`config.mk`:
```
export PLATFORM = sky130hd
export DESIGN_NAME = udcnt_sched
export DESIGN_NICKNAME = d
export VERILOG_FILES = /design/src/rtl/udcnt_pkg.sv /design/src/rtl/rr_arb2.sv /design/src/rtl/udcnt_sched.sv
export SDC_FILE = /design/constraint.sdc
export NUM_CORES = 1
export LEC_CHECK = 0
export ABC_CLOCK_PERIOD_IN_PS = 2350
export BUFFER_PORTS_ARGS = -buffer_cell sky130_fd_sc_hd__buf_4
export CAP_MARGIN = 20
export CELL_PAD_IN_SITES_DETAIL_PLACEMENT = 1
export CELL_PAD_IN_SITES_GLOBAL_PLACEMENT = 2
export CORE_ASPECT_RATIO = 0.8
export CORE_MARGIN = 10
export CORE_UTILIZATION = 28
export DETAILED_ROUTE_END_ITERATION = 7
export HOLD_SLACK_MARGIN = 0.05
export PLACE_DENSITY_LB_ADDON = 0.2
export SETUP_SLACK_MARGIN = 0.02
export SKIP_LAST_GASP = 1
export SLEW_MARGIN = 0
export SYNTH_ARGS = -nofsm -noshare
export SYNTH_HDL_FRONTEND = slang
export SYNTH_SLANG_ARGS = --single-unit
```
`constraint.sdc`:
```
create_clock -name Clk -period 2.35 [get_ports Clk]
set_input_delay 0.235 -clock Clk [delete_from_list [all_inputs] [get_ports Clk]]
set_output_delay 0.235 -clock Clk [all_outputs]
set_load 0.01 [all_outputs]
```
`src/rtl/udcnt_pkg.sv`:
```
// Shared types and constants for the up/down counter scheduler (udcnt_sched)
// and its round-robin arbiter.
package udcnt_pkg;

  localparam int CNT_W_DEF  = 4;
  localparam int STEP_W_DEF = 4;

  localparam logic DIR_UP = 1'b1;
  localparam logic DIR_DN = 1'b0;

  typedef enum logic [1:0] {
    IDLE = 2'd0,
    RUN  = 2'd1,
    DONE = 2'd2
  } state_e;

endpackage

```
`src/rtl/rr_arb2.sv`:
```
// Two-way round-robin arbiter. The priority pointer lives here and moves to
// the requester that was not just served whenever adv_i is strobed.
module rr_arb2 (
  input  logic       clk_i,
  input  logic       rst_ni,
  input  logic [1:0] req_i,
  input  logic       adv_i,
  input  logic       owner_i,
  output logic [1:0] gnt_o
);

  logic ptr_q, ptr_d;

  always_ff @(posedge clk_i or negedge rst_ni) begin
    if (!rst_ni) begin
      ptr_q <= 1'b0;
    end else begin
      ptr_q <= ptr_d;
    end
  end

  always_comb begin
    ptr_d = ptr_q;
    if (adv_i) begin
      ptr_d = ~owner_i;
    end
  end

  // A lone requester wins outright; the pointer only breaks ties.
  always_comb begin
    gnt_o = 2'b00;
    case (req_i)
      2'b01:   gnt_o = 2'b01;
      2'b10:   gnt_o = 2'b10;
      2'b11:   gnt_o = ptr_q ? 2'b10 : 2'b01;
      default: gnt_o = 2'b00;
    endcase
  end

endmodule

```
`src/rtl/udcnt_sched.sv`:
```
// Shares one up/down counter between two requesters: grants round-robin,
// drives CntE/CntU for N cycles, then pulses Ack. Optional macro SATURATE_EN
// stops a move early when the counter would wrap and flags it on Sat.
module udcnt_sched
  import udcnt_pkg::*;
#(
  parameter int CNT_W  = CNT_W_DEF,
  parameter int STEP_W = STEP_W_DEF
) (
  input  logic              Clk,
  input  logic              Rst_n,
  input  logic [1:0]        Req,
  input  logic [1:0]        Dir,
  input  logic [STEP_W-1:0] Steps0,
  input  logic [STEP_W-1:0] Steps1,
  input  logic [CNT_W-1:0]  Cnt,
  output logic              CntE,
  output logic              CntU,
  output logic [1:0]        Ack,
  output logic              Busy,
  output logic [1:0]        Gnt,
  output logic              Sat
);

  state_e            state_q, state_d;
  logic              dir_q, dir_d;
  logic [STEP_W-1:0] steps_q, steps_d;
  logic [1:0]        gnt_q, gnt_d;
  logic              sat_q, sat_d;
  logic [1:0]        arb_gnt;
  logic              adv;
  logic              sat_hit;
  logic              in_run;

  rr_arb2 u_arb (
    .clk_i   (Clk),
    .rst_ni  (Rst_n),
    .req_i   (Req),
    .adv_i   (adv),
    .owner_i (gnt_q[1]),
    .gnt_o   (arb_gnt)
  );

`ifdef SATURATE_EN
  // Stop before the counter would wrap in the latched direction.
  assign sat_hit = ((dir_q == DIR_UP) && (Cnt == {CNT_W{1'b1}})) ||
                   ((dir_q == DIR_DN) && (Cnt == {CNT_W{1'b0}}));
`else
  logic unused_cnt;
  assign unused_cnt = ^Cnt;
  assign sat_hit    = 1'b0;
`endif

  always_ff @(posedge Clk or negedge Rst_n) begin
    if (!Rst_n) begin
      state_q <= IDLE;
      dir_q   <= DIR_DN;
      steps_q <= '0;
      gnt_q   <= 2'b00;
      sat_q   <= 1'b0;
    end else begin
      state_q <= state_d;
      dir_q   <= dir_d;
      steps_q <= steps_d;
      gnt_q   <= gnt_d;
      sat_q   <= sat_d;
    end
  end

  always_comb begin
    state_d = state_q;
    dir_d   = dir_q;
    steps_d = steps_q;
    gnt_d   = gnt_q;
    sat_d   = 1'b0;
    adv     = 1'b0;
    case (state_q)
      IDLE: begin
        if (Req != 2'b00) begin
          gnt_d   = arb_gnt;
          dir_d   = arb_gnt[1] ? Dir[1] : Dir[0];
          steps_d = arb_gnt[1] ? Steps1 : Steps0;
          state_d = (steps_d != '0) ? RUN : DONE;
        end
      end
      RUN: begin
        if (sat_hit) begin
          // Remaining steps are dropped; Sat rides along with the Ack.
          steps_d = '0;
          sat_d   = 1'b1;
          state_d = DONE;
        end else begin
          if (steps_q != '0) begin
            steps_d = steps_q - STEP_W'(1);
          end
          if (steps_q <= STEP_W'(1)) begin
            state_d = DONE;
          end
        end
      end
      DONE: begin
        adv     = 1'b1;
        gnt_d   = 2'b00;
        state_d = IDLE;
      end
      default: begin
        gnt_d   = 2'b00;
        steps_d = '0;
        state_d = IDLE;
      end
    endcase
  end

  // Outputs decode the state register; saturation can only suppress CntE.
  assign in_run = (state_q == RUN);
  assign CntE   = in_run && !sat_hit;
  assign CntU   = in_run && (dir_q == DIR_UP);
  assign Ack    = (state_q == DONE) ? gnt_q : 2'b00;
  assign Busy   = (state_q != IDLE);
  assign Gnt    = gnt_q;
  assign Sat    = sat_q;

  a_gnt_onehot0 : assert property (@(posedge Clk) disable iff (!Rst_n)
    $onehot0(gnt_q));
  a_gnt_when_busy : assert property (@(posedge Clk) disable iff (!Rst_n)
    (state_q != IDLE) |-> (gnt_q != 2'b00));
  a_idle_quiet : assert property (@(posedge Clk) disable iff (!Rst_n)
    (state_q == IDLE) |-> (gnt_q == 2'b00 && !sat_q));

endmodule

```
==> impl_metrics.json <==
{
  "drc": 0,
  "hold-path-cell-count": 3,
  "coreArea_sq_um": 2420,
  "required_ps": 2120,
  "syn_inst": 88,
  "arrival_ps": 1520,
  "finalHoldViolCount": 0,
  "status": "finished, final reports clean",
  "drive_gt1_share_pct": 26.2,
  "ys_types": 32,
  "finClkSkew_ps": 4.10,
  "root_buffer": "clkbuf_4",
  "ant_nets": 0,
  "portBuffers": 20,
  "die_x_microns": 75.9,
  "overflow": 0,
  "tritoncts": "built",
  "synth_nets": 108,
  "fp-row-count": 16,
  "avgSynthCellArea_sq_um": 7.95,
  "numCtsBuffers": 3,
  "drv_cap": 0,
  "hold_ws_ps": 280,
  "total_power_mw": 1.06,
  "synth_top_cell_by_area": "dfrtp_1",
  "fill_cells": 309,
  "start_util_pct": 28.9,
  "synth_enable_flop_cells": 0,
  "area_delta_synth_final_pct": 28.8,
  "cts-resized-gates": 0,
  "firstDrtPassIters": 3,
  "synthTopCellsByArea": "dfrtp_1, a21oi_1, o21ai_0",
  "clk_latency_ps": 260,
  "die_y_microns": 64.7,
  "grt_pass1_vias": 744,
  "final_area_sq_um": 901,
  "vias": 708,
  "leakage_nw": 0.437,
  "ys_ff_latch": 10,
  "synth_top_flop_cell": "dfrtp_1",
  "grt_first_pass_wirelength_microns": 3580,
  "grtUsageTotal_pct": 9.42,
  "fin_crit_sh_pct": 74.5,
  "fmax_mhz": 571,
  "yosysSeqAreaShare_pct": 35.8,
  "io_pins": 26,
  "synthArstFlopShare_pct": 100,
  "synth_common_cells": "dfrtp_1, nor2_1, a21oi_1, o21ai_0, nand2_1",
  "irDropWorstVdd_mv": 0.242,
  "yosysTopAreaCellShare_pct": 35.8,
  "worst-path-max-fanout": 12,
  "rsz0062_at_grt": "false",
  "ys_warn_count": 0,
  "critical_path.max_stage_delay_ps": 510,
  "clockBufferDepth": 2,
  "dieArea_sq_um": 4910,
  "dpl-instance-area_sq_um": 868,
  "grt_max_degree": 15,
  "post-route-min-period_ps": 1750,
  "htreeDepth": 1,
  "start_kind": "register",
  "drt_first_iter_violations": 42,
  "timing.critical_path.depth": 3,
  "cp_top_family": "simple AND/OR/NAND/NOR gates",
  "vias_per_cell": 4.95,
  "critPathSlowestCell": "dfrtp_1",
  "slew_viol_final": 0,
  "nNetsFinal": 129,
  "n_antenna_cell": 0,
  "powerDensity_nw_per_um2": 1170,
  "hp-class": "input pin to register",
  "setup-violations-final": 0,
  "post-dp-hpwl_microns": 1740,
  "wirelength_microns": 2140,
  "ff2ff_path_depth": 4,
  "crit_type": "register to output pin",
  "tns_ps": 0,
  "critical_path.cell_chain": "nor2b_1 -> and2_1 -> buf_4",
  "avgRoutedWirePerCell_microns": 15.0,
  "netlist_area_sq_um": 699,
  "path_clk_slew_ps": 70,
  "cts.sinks": 10,
  "ctsHoldBuffers": 1,
  "antenna_found_initial": 0,
  "gp_congestion": 0.745,
  "final_core_util_pct": 37.2,
  "cp-end-kind": "output pin",
  "post-cts-setup-buffers": 0,
  "cp_num_buf_inv": 1
}
==> power by group <==
group	internal, mW	total [mW]	leakage, nW	switching, mW
Sequential	0.262	0.373	0.120	0.111
Clock	0.0591	0.120	0.0138	0.0609
Combinational	0.265	0.562	0.303	0.297
Total	0.586	1.06	0.437	0.469
==> layer usage <==
metal  global-route usage (%)  vias to the layer above  part of all wire [%]  wire (microns)
li1                         -                      350                     -               -
met1                     12.1                      341                    51            1090
met2                     13.8                       15                    44             949
met3                     2.74                        2                   3.5              76
met4                     4.86                        0                   1.4              29
met5                        0                        -                     0               0
==> path summary, 6_finish.rpt <==
check                           start          to  slack, ps
hold / removal                 Dir[1]       dir_q        280
hold reg to reg                 dir_q       dir_q        480
setup reg to reg           state_q[1]  steps_q[0]        820
setup / recovery           state_q[1]        CntU        600
min in group asynchronous       Rst_n  steps_q[3]        340
max in group asynchronous       Rst_n  state_q[0]       1870
==> cells by family (layout without fill, tap and decap cells) <==
group / after synthesis / after routing / share of synthesized area [%]
buffers and inverters: 11 / 30 / 6.98
flip-flops: 10 / 10 / 35.8
multiplexers: 2 / 2 / 2.86
AO/OA/AOI/OAI: 28 / 28 / 24.7
other: 1 / 1 / 0.536
adder cells (fa/ha/maj): 2 / 2 / 3.58
AND/OR/NAND/NOR: 34 / 34 / 25.6
==> through the flow <==
stage	setup WS [ps]	instances
after global placement	779	139
after global routing	407	143
after floorplan	1020	88
after detailed placement	801	139
final	598	143
after CTS	553	143
==> sequential cells by signal, summed over array words and instances (netlist names) <==
register / flops
steps_q: 4
dir_q: 1
state_q: 2
u_arb.ptr_q: 1
Gnt: 2
==> cell usage in the layout (no fill, tap or decap), drive strengths merged <==
master        n
ha            2
or2b          1
a32oi         2
a21boi        2
a21o          2
dlygate4sd3   1
or3           1
a2111oi       1
nor4          1
or4           2
a211oi        1
dfrtp        10
nor3          1
a221oi        1
nand2b        2
clkbuf        3
conb          1
mux2i         2
and3          5
and2          2
o21bai        1
a31oi         2
nor2b         1
o21ai         8
nor2         10
a21oi         8
buf          20
inv           6
nand2         7
or2           1
==> area by class of cell <==
| type | instances | area [sq um] | area share (%) |
|---|---|---|---|
| Clock buffer | 3 | 22.5 | 2.50 |
| Inverter | 6 | 22.5 | 2.50 |
| Multi-Input combinational cell | 67 | 400 | 44.4 |
| Sequential cell | 10 | 250 | 27.8 |
| Tap cell | 36 | 45.0 | 5.00 |
| Timing Repair Buffer | 21 | 160 | 17.8 |
==> worst min-delay path, stage by stage <==
cell and delay, ps:
buf_4 80, a21oi_1 60, o21ai_0 130
(Power assumes the default switching activity.)
